===== src/rtl/ps2_pkg.sv =====
// Shared definitions for the PS/2 keyboard decoder: FSM encoding, prefix bytes
// and the scan codes of the arrow keys.
package ps2_pkg;

  typedef enum logic [1:0] {
    IDLE   = 2'd0,
    DATA   = 2'd1,
    PARITY = 2'd2,
    STOP   = 2'd3
  } ps2_state_t;

  localparam logic [7:0] PS2_PREFIX_EXT = 8'hE0;
  localparam logic [7:0] PS2_PREFIX_BRK = 8'hF0;

  localparam logic [7:0] PS2_KEY_LEFT  = 8'h6B;
  localparam logic [7:0] PS2_KEY_RIGHT = 8'h74;
  localparam logic [7:0] PS2_KEY_UP    = 8'h75;
  localparam logic [7:0] PS2_KEY_DOWN  = 8'h72;

  // A frame is good when the data byte plus its parity bit hold an odd number of ones.
  function automatic logic parity_ok(input logic [7:0] data, input logic par);
    return ^{data, par};
  endfunction

endpackage


===== src/rtl/ps2_sync_edge.sv =====
// Brings the raw PS/2 clock and data lines into the clk domain and flags
// falling edges of the PS/2 clock. Idle bus level is high, so reset loads ones.
module ps2_sync_edge (
  input  logic clk,
  input  logic reset,
  input  logic ps2_clk,
  input  logic ps2_data,
  output logic data_sync,
  output logic clk_fall
);

  logic clk_meta;
  logic clk_sync;
  logic clk_prev;
  logic data_meta;

  always_ff @(posedge clk) begin
    if (reset) begin
      clk_meta  <= 1'b1;
      clk_sync  <= 1'b1;
      clk_prev  <= 1'b1;
      data_meta <= 1'b1;
      data_sync <= 1'b1;
    end else begin
      clk_meta  <= ps2_clk;
      clk_sync  <= clk_meta;
      clk_prev  <= clk_sync;
      data_meta <= ps2_data;
      data_sync <= data_meta;
    end
  end

  assign clk_fall = clk_prev & ~clk_sync;

endmodule


===== src/rtl/ps2_key_decoder.sv =====
// PS/2 keyboard frame receiver and scan-code decoder (E0 / F0 prefix handling).
// Optional feature: define PS2_TIMEOUT_EN to abandon stalled partial frames.
module ps2_key_decoder
  import ps2_pkg::*;
#(
  parameter int TIMEOUT_CYCLES = 50000
) (
  input  logic       clk,
  input  logic       reset,
  input  logic       ps2_clk,
  input  logic       ps2_data,
  output logic [7:0] keycode,
  output logic       key_make,
  output logic       key_ext,
  output logic       key_valid,
  output logic       frame_err
);

  ps2_state_t state, state_next;
  logic [2:0] bit_cnt, bit_cnt_next;
  logic [7:0] shift, shift_next;
  logic       par_bit, par_bit_next;
  logic       ext, ext_next;
  logic       brk, brk_next;
  logic [7:0] keycode_next;
  logic       key_make_next;
  logic       key_ext_next;
  logic       key_valid_next;
  logic       frame_err_next;
  logic       data_sync;
  logic       clk_fall;
  logic       timeout_hit;

  ps2_sync_edge u_sync (
    .clk      (clk),
    .reset    (reset),
    .ps2_clk  (ps2_clk),
    .ps2_data (ps2_data),
    .data_sync(data_sync),
    .clk_fall (clk_fall)
  );

`ifdef PS2_TIMEOUT_EN
  localparam int TW = $clog2(TIMEOUT_CYCLES + 1);
  logic [TW-1:0] to_cnt;

  // Saturates at the limit so an idle bus never wraps into a false timeout.
  always_ff @(posedge clk) begin
    if (reset || clk_fall)
      to_cnt <= '0;
    else if (to_cnt != TW'(TIMEOUT_CYCLES))
      to_cnt <= to_cnt + 1'b1;
  end

  assign timeout_hit = (state != IDLE) && (to_cnt == TW'(TIMEOUT_CYCLES));
`else
  assign timeout_hit = 1'b0;
`endif

  always_ff @(posedge clk) begin
    if (reset) begin
      state     <= IDLE;
      bit_cnt   <= 3'd0;
      shift     <= 8'd0;
      par_bit   <= 1'b0;
      ext       <= 1'b0;
      brk       <= 1'b0;
      keycode   <= 8'd0;
      key_make  <= 1'b0;
      key_ext   <= 1'b0;
      key_valid <= 1'b0;
      frame_err <= 1'b0;
    end else begin
      state     <= state_next;
      bit_cnt   <= bit_cnt_next;
      shift     <= shift_next;
      par_bit   <= par_bit_next;
      ext       <= ext_next;
      brk       <= brk_next;
      keycode   <= keycode_next;
      key_make  <= key_make_next;
      key_ext   <= key_ext_next;
      key_valid <= key_valid_next;
      frame_err <= frame_err_next;
    end
  end

  // Prefixes only arm flags; any other good byte is reported and consumes them.
  always_comb begin
    state_next     = state;
    bit_cnt_next   = bit_cnt;
    shift_next     = shift;
    par_bit_next   = par_bit;
    ext_next       = ext;
    brk_next       = brk;
    keycode_next   = keycode;
    key_make_next  = key_make;
    key_ext_next   = key_ext;
    key_valid_next = 1'b0;
    frame_err_next = 1'b0;

    if (clk_fall) begin
      case (state)
        IDLE: begin
          if (!data_sync) begin
            state_next   = DATA;
            bit_cnt_next = 3'd0;
          end
        end
        DATA: begin
          shift_next   = {data_sync, shift[7:1]};
          bit_cnt_next = bit_cnt + 3'd1;
          if (bit_cnt == 3'd7)
            state_next = PARITY;
        end
        PARITY: begin
          par_bit_next = data_sync;
          state_next   = STOP;
        end
        STOP: begin
          state_next = IDLE;
          if (data_sync && parity_ok(shift, par_bit)) begin
            if (shift == PS2_PREFIX_EXT) begin
              ext_next = 1'b1;
            end else if (shift == PS2_PREFIX_BRK) begin
              brk_next = 1'b1;
            end else begin
              keycode_next   = shift;
              key_make_next  = ~brk;
              key_ext_next   = ext;
              key_valid_next = 1'b1;
              ext_next       = 1'b0;
              brk_next       = 1'b0;
            end
          end else begin
            frame_err_next = 1'b1;
            ext_next       = 1'b0;
            brk_next       = 1'b0;
          end
        end
        default: state_next = IDLE;
      endcase
    end else if (timeout_hit) begin
      state_next     = IDLE;
      ext_next       = 1'b0;
      brk_next       = 1'b0;
      frame_err_next = 1'b1;
    end
  end

endmodule

===== config.mk =====
export PLATFORM = sky130hd
export DESIGN_NAME = ps2_key_decoder
export DESIGN_NICKNAME = d
export VERILOG_FILES = /design/src/rtl/ps2_pkg.sv /design/src/rtl/ps2_sync_edge.sv /design/src/rtl/ps2_key_decoder.sv
export SDC_FILE = /design/constraint.sdc
export NUM_CORES = 1
export LEC_CHECK = 0
export ABC_AREA = 0
export CORE_MARGIN = 10
export CORE_UTILIZATION = 25
export DETAILED_ROUTE_END_ITERATION = 16
export GPL_ROUTABILITY_DRIVEN = 0
export RECOVER_POWER = 100
export SYNTH_ARGS = -nofsm -noshare
export SYNTH_HDL_FRONTEND = slang
export SYNTH_SLANG_ARGS = --single-unit
export TNS_END_PERCENT = 1

===== constraint.sdc =====
create_clock -name clk -period 6.3 [get_ports clk]
set_clock_uncertainty 0.15 [all_clocks]
set_input_delay 0.63 -clock clk [delete_from_list [all_inputs] [get_ports clk]]
set_output_delay 0.63 -clock clk [all_outputs]
set_load 0.005 [all_outputs]

==> results.py <==
metrics = {
    "outcome": {
        "status": "complete, but fails checks",
        "violations": "max-capacitance violations, max-slew violations",
    },
    "clock_tree": {
        "numCtsBuffers": 5,
        "root_buffer": "clkbuf_8",
        "tritoncts": "done",
        "h-tree-depth": 2,
        "cts_setup_buffers": 0,
        "clk_latency_ps": 280,
        "cts.path.max_buffers": 2,
        "post_cts_resized": 0,
        "clock_sinks": 33,
        "hold_buffers": 0,
        "clk_pin_slew_worst_paths_ps": 70,
    },
    "timing": {
        "worstMarginPinSlew_ps": 2236,
        "hold_ws_ps": 262.5,
        "setup_tns_ps": 0,
        "slew_headroom_pct": -49.04,
        "rsz0062_at_grt": "false",
        "setup_viol": 0,
        "fmax_mhz": 318.6,
        "fin_crit_sh_pct": 49.82,
        "hold_violations": 0,
        "drv_slew": 60,
        "min_period_ps": 3138,
    },
    "synth": {
        "syn_avg_cell_area_um2": 9.030,
        "postSynthNetCount": 217,
        "synth_edf_count": 0,
        "syn_area_um2": 1869,
        "async_reset_ff_share_pct": 0,
        "syn_inst": 207,
        "synth-seq-cells": 33,
        "ys_seq_area_share_pct": 35.34,
        "ys_types": 45,
        "ys_warn_count": 0,
        "synth_ff_type": "dfxtp_1",
    },
    "global_route": {
        "track_usage_pct": 6.929,
        "antenna_found_initial": 0,
        "overflow": 0,
        "grt_pass1_vias": 1383,
        "grt_max_degree": 60,
        "grt_pass1_wl_um": 6603,
    },
    "die": {
        "ios": 16,
        "die-height_um": 106.5,
        "core_area_um2": 7253,
        "die_x_um": 106.5,
        "placementRows": 31,
        "die_area_um2": 11340,
        "initial_core_util_pct": 25.77,
    },
    "detailed_routing": {
        "wl_per_cell_um": 12.23,
        "detail-route-antenna-nets": 0,
        "drc": 0,
        "via_count": 1499,
        "dr.pass1.iters": 4,
        "first_iter_violations": 48,
        "wirelength_um": 3827,
        "vias_per_cell": 4.789,
    },
    "layout": {
        "final_cell_mix": "dfxtp_1, mux2i_1, nand2_1",
        "drive_gt1_share_pct": 7.477,
        "n_fill_cell": 778,
        "num_antenna_cells": 0,
        "final_common_cell": "dfxtp_1",
        "areaGrowthSynthToFinish_pct": 16.40,
        "num-nets-final": 223,
        "multi_input_area_um2": 1110,
        "ff_latch_area_um2": 660.6,
    },
    "min_path": {
        "worstHoldPathType": "reg2reg",
        "hold_depth": 1,
        "min_from": "u_sync.data_meta$_SDFF_PP1_",
        "min_to": "u_sync.data_sync$_SDFF_PP1_",
    },
    "setup_path": {
        "critPathMaxFanout": 11,
        "critPathKind": "reg2reg",
        "required_ps": 6210,
        "worstSetupEndpointType": "register",
        "start_kind": "register",
        "r2r_start": "shift[4]$_SDFFE_PP0P_",
        "rr_worst_depth": 6,
        "r2r_setup_slack_ps": 3160,
        "timing.rr.end": "key_ext$_SDFFE_PP0P_",
        "arrival_ps": 3050,
    },
    "power": {
        "powerDensity_nw_per_um2": 194.6,
        "leakagePower_uw": 0.0007974,
        "irDropWorstVdd_mv": 0.1371,
        "power_uw": 423.4,
    },
    "placed_design": {
        "port_buffers": 15,
        "hpwl_um": 2602,
    },
    "run": {
        "drv_cap": 1,
    },
}
[synthesized netlist by cell type (3+ instances only)]
library cell / number / area, um2
a21oi_1: 3 / 15.01
buf_2: 4 / 20.02
clkbuf_1: 11 / 41.29
dfxtp_1: 33 / 660.6
ha_1: 6 / 75.07
inv_1: 4 / 15.01
mux2i_1: 22 / 220.2
nand2_1: 18 / 67.56
nand2b_1: 3 / 18.77
nand4b_1: 9 / 78.83
nor2_1: 15 / 56.30
nor3_1: 10 / 50.05
nor3b_1: 14 / 105.1
o21ai_0: 4 / 20.02
o311ai_0: 4 / 35.03
or2_2: 5 / 31.28
xnor2_1: 6 / 52.55
[per-stage QoR]
stage	instance area [um2]	instances	worst slack (ps)	utilization [%]
floorplan	1869	207	4194	-
global placement	2069	305	3294	28.53
detailed placement	2069	305	3141	28.53
CTS	2185	313	3127	30.12
global route	2176	313	2824	30.00
finish	2176	313	3162	30.00
[power by group]
part	total, uW	internal [uW]	leakage, uW	switching [uW]
Sequential	211	210	0.000267	0.996
Clock	202	118	0.0000543	83.2
Combinational	11.0	4.16	0.000476	6.82
Total	423	332	0.000797	91.0
[flip-flops by register name, summed over array words and instances (netlist names)]
register,cells
u_sync.clk_prev,1
bit_cnt,3
u_sync.data_sync,1
key_make,1
state,2
par_bit,1
ext,1
u_sync.clk_sync,1
u_sync.clk_meta,1
frame_err,1
u_sync.data_meta,1
shift,8
key_ext,1
brk,1
keycode,8
key_valid,1
[cell type report]
class / instances / area share, %
clock inverter: 3 / 2.128
inverter: 4 / 0.6901
tap: 99 / 5.693
clock buffer: 5 / 3.163
multi-input combinational: 153 / 51.01
timing repair buffer: 16 / 6.958
sequential: 33 / 30.36
[how the worst max path moves through the flow]
stage / start / to / cells past startpoint
after global placement: shift[4]$_SDFFE_PP0P_ / key_make$_SDFFE_PP0P_ / 5
after global routing: shift[4]$_SDFFE_PP0P_ / key_ext$_SDFFE_PP0P_ / 6
after floorplan: state[1]$_SDFFE_PP0P_ / keycode[5]$_SDFFE_PP0P_ / 8
after detailed placement: shift[4]$_SDFFE_PP0P_ / key_make$_SDFFE_PP0P_ / 6
final: shift[4]$_SDFFE_PP0P_ / key_ext$_SDFFE_PP0P_ / 6
after CTS: shift[4]$_SDFFE_PP0P_ / key_make$_SDFFE_PP0P_ / 6
[layer usage]
| layer | global-route usage [%] | wire [um] | share of wire (%) |
|---|---|---|---|
| met2 | 10.51 | 1738 | 45 |
| met1 | 8.784 | 1869 | 49 |
| met5 | 0 | 0 | 0 |
| met3 | 2.053 | 142 | 3.7 |
| met4 | 3.288 | 78 | 2.0 |
[critical path, stage by stage, from the launching register on]
cell and delay (ps):
dfxtp_1 450, xor2_1 120, xnor2_1 880, mux2i_1 290, nand4_1 540, mux2i_1 320, o311ai_0 160
[cell families (layout without fill, tap and decap cells)]
logic type	Yosys count	in the layout	synth area share (%)
buffers and inverters	21	28	4.886
AO/OA/AOI/OAI	25	25	10.44
adder cells (fa/ha/maj)	6	6	4.016
XOR/XNOR	9	9	4.953
multiplexers	22	22	11.78
flip-flops	33	33	35.34
AND/OR/NAND/NOR	91	91	28.58
Note: power is estimated with default switching activity, not from simulation.
